File: src/rtl/outer_product_stream.sv
// Outer-product engine: loads vectors A then B, streams A[row]*B[col] in row-major order.
// Define OPS_SIGNED_EN for two's complement operands; the default build multiplies unsigned.
module outer_product_stream #(
    parameter int unsigned N  = 16,
    parameter int unsigned DW = 4
) (
    input  logic            i_clk,
    input  logic            i_rst_n,
    input  logic            i_in_valid,
    input  logic [DW-1:0]   i_in_data,
    output logic            o_in_ready,
    input  logic            i_abort,
    output logic            o_out_valid,
    input  logic            i_out_ready,
    output logic [2*DW-1:0] o_out_data,
    output logic            o_out_last,
    output logic            o_busy
);

    localparam int unsigned PW = 2 * DW;
    localparam int unsigned IW = $clog2(N);
    localparam int unsigned LW = $clog2(2 * N);

    typedef enum logic [1:0] {
        StIdle,
        StLoad,
        StStream
    } state_e;

    state_e          r_state, w_state_d;
    logic [LW-1:0]   r_ld_cnt, w_ld_cnt_d;
    logic [IW-1:0]   r_row, w_row_d;
    logic [IW-1:0]   r_col, w_col_d;
    logic [DW-1:0]   r_a [N];
    logic [DW-1:0]   r_b [N];

    logic            w_accept;
    logic            w_out_hs;
    logic            w_wr_a;
    logic            w_wr_b;
    logic [IW-1:0]   w_wr_idx;
    logic [PW-1:0]   w_a_ext;
    logic [PW-1:0]   w_b_ext;
    logic [PW-1:0]   w_prod;

    assign w_accept = i_in_valid && (r_state != StStream) && !i_abort;
    assign w_out_hs = (r_state == StStream) && i_out_ready;

    always_comb begin
        w_state_d  = r_state;
        w_ld_cnt_d = r_ld_cnt;
        w_row_d    = r_row;
        w_col_d    = r_col;
        w_wr_a     = 1'b0;
        w_wr_b     = 1'b0;
        w_wr_idx   = (r_ld_cnt < LW'(N)) ? IW'(r_ld_cnt) : IW'(r_ld_cnt - LW'(N));
        if (i_abort) begin
            w_state_d  = StIdle;
            w_ld_cnt_d = '0;
            w_row_d    = '0;
            w_col_d    = '0;
        end else begin
            unique case (r_state)
                StIdle, StLoad: begin
                    if (w_accept) begin
                        w_wr_a = (r_ld_cnt < LW'(N));
                        w_wr_b = !(r_ld_cnt < LW'(N));
                        if (r_ld_cnt == LW'(2 * N - 1)) begin
                            w_state_d  = StStream;
                            w_ld_cnt_d = '0;
                            w_row_d    = '0;
                            w_col_d    = '0;
                        end else begin
                            w_state_d  = StLoad;
                            w_ld_cnt_d = r_ld_cnt + 1'b1;
                        end
                    end
                end
                StStream: begin
                    if (w_out_hs) begin
                        if (r_col == IW'(N - 1)) begin
                            w_col_d = '0;
                            if (r_row == IW'(N - 1)) begin
                                w_row_d   = '0;
                                w_state_d = StIdle;
                            end else begin
                                w_row_d = r_row + 1'b1;
                            end
                        end else begin
                            w_col_d = r_col + 1'b1;
                        end
                    end
                end
                default: w_state_d = StIdle;
            endcase
        end
    end

    always_ff @(posedge i_clk or negedge i_rst_n) begin
        if (!i_rst_n) begin
            r_state  <= StIdle;
            r_ld_cnt <= '0;
            r_row    <= '0;
            r_col    <= '0;
        end else begin
            r_state  <= w_state_d;
            r_ld_cnt <= w_ld_cnt_d;
            r_row    <= w_row_d;
            r_col    <= w_col_d;
        end
    end

    always_ff @(posedge i_clk or negedge i_rst_n) begin
        if (!i_rst_n) begin
            for (int i = 0; i < int'(N); i++) begin
                r_a[i] <= '0;
                r_b[i] <= '0;
            end
        end else begin
            if (w_wr_a) r_a[w_wr_idx] <= i_in_data;
            if (w_wr_b) r_b[w_wr_idx] <= i_in_data;
        end
    end

    // Low PW bits of the product of extended operands are exact for both signednesses.
`ifdef OPS_SIGNED_EN
    assign w_a_ext = {{DW{r_a[r_row][DW-1]}}, r_a[r_row]};
    assign w_b_ext = {{DW{r_b[r_col][DW-1]}}, r_b[r_col]};
`else
    assign w_a_ext = {{DW{1'b0}}, r_a[r_row]};
    assign w_b_ext = {{DW{1'b0}}, r_b[r_col]};
`endif
    assign w_prod = w_a_ext * w_b_ext;

    assign o_in_ready  = (r_state != StStream);
    assign o_out_valid = (r_state == StStream);
    assign o_out_data  = (r_state == StStream) ? w_prod : '0;
    assign o_out_last  = (r_state == StStream) && (r_row == IW'(N - 1)) && (r_col == IW'(N - 1));
    assign o_busy      = (r_state != StIdle);

endmodule

File: config.mk
export PLATFORM = sky130hd
export DESIGN_NAME = outer_product_stream
export DESIGN_NICKNAME = d
export VERILOG_FILES = /design/src/rtl/outer_product_stream.sv
export SDC_FILE = /design/constraint.sdc
export NUM_CORES = 1
export LEC_CHECK = 0
export CAP_MARGIN = 20
export CORE_UTILIZATION = 38
export DETAILED_ROUTE_END_ITERATION = 16
export SLEW_MARGIN = 0
export SYNTH_ARGS = -nofsm -noshare
export SYNTH_HDL_FRONTEND = slang
export SYNTH_SLANG_ARGS = --single-unit
File: constraint.sdc
create_clock -name i_clk -period 10.1 [get_ports i_clk]
set_clock_uncertainty 0.15 [all_clocks]
set_input_delay 2.02 -clock i_clk [delete_from_list [all_inputs] [get_ports i_clk]]
set_output_delay 2.02 -clock i_clk [all_outputs]
set_load 0.02 [all_outputs]
==> results.md, run 1 <==
- Avg WL per Cell: 19.1 um
- Die H: 142 um
- Setup tns final: 0 ns
- Slowest CP cell: dfrtp_1
- Worst VDD drop: 0.106 mV
- Iter 0 DRT Violations: 252
- CP Launch Type: register
- Core ar.: 18,900 um2
- GRT Max-Usage Layer: met2
- GR Util met3: 3.17%
- Synth Area in Adders: 4.30%
- Worst-margin pin slew: 1.05 ns
- GP Congestion: 0.829
- Num CTS Buffers: 17
- Worst skew pair latency: 0.42 ns
- Period minus WS final: 7.54 ns
- Synth unique cells: 48
- Die Footprint: 20,000 um2
- Hold Fails Final Rpt: 0
- Arr. time, crit path: 5.37 ns
- Total power: 1.32 mW
- Root Buffer: clkbuf_16
- Relative max-transition margin: 30.0%
- IO Pins: 21
- Clock Tree Buf Depth: 2
- Routed WL: 16,000 um
- Mux cell area share after synthesis: 30.0%
- Via count of the first global-routing pass: 4,731
- Total leakage power: 3.94 nW
- Final Cycle Share: 74.6%
- Fin Hold WS: 0.340 ns
- Slew Viols, Final: 0
- Largest family of logic cells by synthesized area: multiplexers
- Placed cell area: 7810 um2
- First-pass GRT wire length: 26,300 um
- Site row count: 50
- CTS Sinks: 143
- Slack of the critical path: 2.56 ns
- Post-Synth XOR/XNOR Area: 0.118%
- RSZ-0062 raised after global routing: no
- H-tree depth: 4
- Req. time, crit path: 7.93 ns
- Status: finished, final reports clean
- Layout Area Growth over Synthesis: 14.8%
- CP max FO: 20
- Die width: 142 um
- Type of destination of the critical path: output port
- GR Overflow Total: 0
- DR vias/cell: 5.42
- Avg Cell Area, Syn: 13.4 um2
- CP most frequent cell: fa_1
- Routed Antenna Nets: 0
- Effective utilization at floorplan: 39.2%
- Power per cell area: 155 nW/um2
- Synth Instances: 554
- FMAX: 133 MHz
- Synth Area in Compound Gates: 4.90%
- Largest net degree at the start of global routing: 80
- Cell area after layout: 8490 um2
- CTS Hold Bufs: 0
- Met1 Resource Use GR: 24.9%
- Post-CTS Resized: 0
- FF+latch count, synth: 143
- Sequential area share after synthesis: 48.4%
- Cells along the critical path: mux4_2, a22o_1, a221oi_2, or2_1, fa_1, inv_1, fa_1, ha_1, a21o_1, a21oi_1, xnor2_1, nor2_1, clkdlybuf4s50_1
- Post-Synthesis Net Count: 586
- CTS tree: done
- Gr usage total: 17.4%
- Max_cap viols: 0
- Fill count: 1,688
- Final number of setup-violating endpoints: 0
- DR vias: 4,546
- Delay-heaviest family, CP: adder cells
- Crit-path max cell delay: 1.03 ns
- Layout Nets: 598
- Pre-CTS setup slack: 2.97 ns
- Initial antenna violation count: 0
- Grt met2 use: 26.3%
- Clock transition at path regs: 0.06 ns
- CP Buf/Inv Count: 2
- YS warnings: 0
- DP HPWL: 11,300 um
- Worst setup path class: reg2out
- Post-CTS Setup Repair Bufs: 0
- Syn Std Cell Area: 7400 um2
- DRC Markers: 0
- Layout cell share with drive strength beyond 1: 33.9%
- Worst Hold Class: reg2reg
- Diodes inserted: 0
- PortBufs: 20
- Drt first pass iters: 4
- Synth Area in Simple Gates: 9.08%
[report_power, final]
group	total (mW)	leakage, nW	switching (mW)	internal [mW]
combinational	0.0765	1.67	0.0414	0.0350
sequential	0.602	1.97	0.0107	0.591
clock	0.639	0.293	0.244	0.395
[final cells by class]
cell class	count	area, um2	area share [%]
multi-input combinational	364	3580	42.2
clock buffer	19	443	5.22
timing repair buffer	27	354	4.17
tap	260	325	3.83
inverter	13	48.8	0.575
sequential	143	3580	42.1
clock inverter	13	160	1.89
[cells in the mapped netlist (all sizes together)]
master / n / area, um2
a211oi: 1 / 7.51
nor4: 1 / 6.26
nand2b: 6 / 37.5
a22o: 7 / 61.3
buf: 12 / 105
nand3b: 2 / 15.0
a2111oi: 1 / 8.76
nand3: 11 / 55.1
or4: 2 / 15.0
or3b: 1 / 8.76
a221oi: 7 / 105
a32o: 1 / 10.0
mux4: 32 / 769
or3: 2 / 12.5
a21oi: 10 / 50.1
a31oi: 1 / 6.26
and3: 4 / 25.0
nor4b: 1 / 8.76
o32ai: 1 / 16.3
a21o: 1 / 7.51
and3b: 2 / 17.5
nor3b: 2 / 15.0
o21ai: 12 / 60.1
o211ai: 1 / 7.51
nor2: 50 / 188
nor2b: 8 / 50.1
nor3: 14 / 80.1
inv: 13 / 48.8
dfrtp: 143 / 3580
mux2: 129 / 1450
nand2: 15 / 56.3
fa: 4 / 80.1
nand4: 6 / 37.5
and2: 3 / 18.8
ha: 19 / 238
or2: 4 / 25.0
clkbuf: 22 / 82.6
o221ai: 1 / 15.0
a21boi: 1 / 7.51
xnor2: 1 / 8.76
[per-stage QoR]
step / utilization, % / std cells
after global placement: 41.0 / 802
after global routing: 45.0 / 839
after detailed placement: 41.3 / 804
after floorplan: - / 554
after CTS: 44.5 / 836
final: 45.0 / 839
[path summary, 6_finish.rpt]
path,from,endpoint,slack (ns),cells past startpoint
min in group asynchronous,i_rst_n,r_b[44],1.44,1
worst max-delay path,r_col[0],o_out_data[5],2.56,13
max in group asynchronous,i_rst_n,r_a[21],7.21,3
worst min register to register,r_b[13],r_b[13],0.34,1
worst min-delay path,r_b[13],r_b[13],0.34,1
worst max register to register,r_state[1],r_b[58],7.14,4
[sequential cells by signal, indices dropped and copies added (netlist names)]
| signal | flops |
|---|---|
| r_col | 4 |
| r_b | 64 |
| r_state | 2 |
| r_row | 4 |
| r_a | 64 |
| r_ld_cnt | 5 |
[per-layer routing]
layer | vias to the layer above | part of all wire (%) | wire length, um
met5 | - | 0 | 0
met4 | 0 | 1.9 | 301
met3 | 19 | 3.0 | 483
met2 | 84 | 46 | 7410
met1 | 2367 | 49 | 7810
li1 | 2076 | - | -
[cells by family after synthesis]
group,after synthesis
buf+inv,47
compound gates,45
fa+ha+maj,23
flops,143
xor+xnor,1
simple gates,134
mux,161
[cells in the final DEF (no fill, tap or decap), types with 6 or more instances in the layout]
master             n
clkdlybuf4s50_1   19
nor2_1            50
a21oi_1           10
nand4_1            6
nor3_1            12
nand2_1           15
mux4_2            19
mux2_2           126
a22o_1             7
inv_1             13
a221oi_2           7
mux4_1            13
nand3_1           11
ha_1              19
nor2b_1            8
clkbuf_16         17
dfrtp_1          143
o21ai_0           10
nand2b_1           6
Power figures use the tool's default switching activity.
==> run 2, diff against run 1 <==
clock period = 6.9 ns   (was 10.1 ns; I/O delays follow)
==> run 2 against run 1 <==
Clock-buffer cell count increased by 1. Flip-flop and latch count unchanged. Utilization decreased by 0.21 points. Combinational power increased by 50%.
==> results.md, run 2 (synthesis gave the netlist of run 1 again) <==
- Arr. time, crit path: 5.03 ns
- GP Congestion: 0.821
- Worst setup path class: reg2out
- Diodes inserted: 0
- Status: finished, final reports clean
- Placed cell area: 7860 um2
- Slew Viols, Final: 0
- Grt met2 use: 26.9%
- DP HPWL: 11,200 um
- Slack of the critical path: 0.341 ns
- Routed Antenna Nets: 0
- Routed WL: 15,700 um
- Period minus WS final: 6.56 ns
- Num CTS Buffers: 17
- Slowest CP cell: dfrtp_1
- Largest net degree at the start of global routing: 80
- Post-CTS Setup Repair Bufs: 0
- Total leakage power: 3.91 nW
- Total power: 1.86 mW
- Worst reg-to-reg path cell count: 4
- R2R Setup Slk: 4.02 ns
- Layout cell share with drive strength beyond 1: 34.1%
- Die Footprint: 20,000 um2
- Worst VDD drop: 0.126 mV
- CP max FO: 19
- Met1 Resource Use GR: 23.5%
- Layout Nets: 599
- Worst-margin pin slew: 0.984 ns
- Power per cell area: 220 nW/um2
- H-tree depth: 4
- RSZ-0062 raised after global routing: no
- Avg WL per Cell: 18.7 um
- IO Pins: 21
- Drt first pass iters: 4
- Req. time, crit path: 5.37 ns
- CP most frequent cell: fa_1
- CP Launch Type: register
- Max_cap viols: 0
- Cells along the critical path: mux4_2, a22o_1, a221oi_2, or2_1, fa_1, inv_1, fa_1, inv_1, fa_1, nor2b_1, o21ai_0, nor3b_1, nor3_1, clkdlybuf4s50_1
- CTS tree: done
- Hold Fails Final Rpt: 0
- Core ar.: 18,900 um2
- GR Util met3: 3.21%
- Clock Tree Buf Depth: 2
- Relative max-transition margin: 34.3%
- CTS Hold Bufs: 0
- Clock transition at path regs: 0.06 ns
- Layout Utilization: 44.7%
- Initial antenna violation count: 0
- Pre-CTS setup slack: 0.627 ns
- DRC Markers: 0
- Gr usage total: 17.0%
- Layout Area Growth over Synthesis: 14.3%
- Type of destination of the critical path: output port
- Most frequent cells in the layout: dfrtp_1 (141), mux2_2 (126), nor2_1 (50)
- Non-filler instance count after layout: 840
- DR vias: 4,535
- Worst Hold Class: reg2reg
- GRT Max-Usage Layer: met2
- DR vias/cell: 5.40
- Final number of setup-violating endpoints: 0
- Top flop regs: r_a (64), r_b (64), r_ld_cnt (5)
- Root Buffer: clkbuf_16
- Site row count: 50
- Final Cycle Share: 95.1%
- PortBufs: 20
- RR Endpoint: r_b[55]
- Die H: 142 um
- Via count of the first global-routing pass: 4,756
- Hold Crit Depth: 1
- First-pass GRT wire length: 26,000 um
- RR Startpoint: r_state[1]
- Hold path endpoint: r_b[50]
- Placed insts: 807
- FMAX: 152 MHz
- Die width: 142 um
- GR Overflow Total: 0
- Setup tns final: 0 ns
- Fill count: 1,712
- CTS Sinks: 143
- Hold Startpoint: r_b[50]
- Effective utilization at floorplan: 39.2%
- Iter 0 DRT Violations: 279
- Worst skew pair latency: 0.42 ns
- Fin Hold WS: 0.350 ns
- Commonest non-fill, non-tap cell in the layout: dfrtp_1
- Cell area after layout: 8450 um2
- Crit-path max cell delay: 0.86 ns
run 2: critical path: cells and delay by family (launching register included):
family          cells  cell delay [ns]
compound gates      3             0.39
fa+ha+maj           3             1.52
buf+inv             3             0.75
flops               1             0.86
mux                 1             0.35
simple gates        4             0.73
run 2: worst max-delay path by stage:
stage             start             to  slack (ns)  cells after the start
3_5_place_dp   r_col[0]  o_out_data[5]        0.63                     13
6_report       r_col[1]  o_out_data[6]        0.34                     14
4_1_cts        r_col[0]  o_out_data[5]        0.17                     13
2_1_floorplan  r_col[0]  o_out_data[6]        1.62                     14
3_3_place_gp   r_col[0]  o_out_data[7]        0.73                     13
5_1_grt        r_col[1]  o_out_data[6]        0.05                     14
run 2: where the power goes:
group / total, mW / switching (mW) / leakage [nW] / internal (mW)
clock network: 0.863 / 0.356 / 0.263 / 0.506
registers: 0.879 / 0.0142 / 1.97 / 0.865
logic: 0.115 / 0.0636 / 1.68 / 0.0510
total: 1.86 / 0.434 / 3.91 / 1.42
run 2: timing repair:
| item | CTS | global route |
|---|---|---|
| gates resized for setup | 0 | 2 |
| endpoints found under the hold margin | 0 | 0 |
| setup endpoints to repair | 0 | 3 |
run 2: cell type report:
cell class / instances / area, um2 / share of cell area [%]
Clock buffer: 20 / 447 / 5.28
Timing Repair Buffer: 28 / 354 / 4.19
Tap cell: 260 / 325 / 3.85
Inverter: 13 / 48.8 / 0.577
Multi-Input combinational cell: 364 / 3580 / 42.4
Sequential cell: 143 / 3580 / 42.4
Clock inverter: 12 / 114 / 1.35
run 2: per-layer routing:
metal | part of all wire, % | wire (um) | vias up
met5 | 0 | 0 | -
met4 | 1.2 | 189 | 0
met3 | 2.5 | 386 | 15
met2 | 48 | 7510 | 66
met1 | 49 | 7620 | 2389
li1 | - | - | 2065
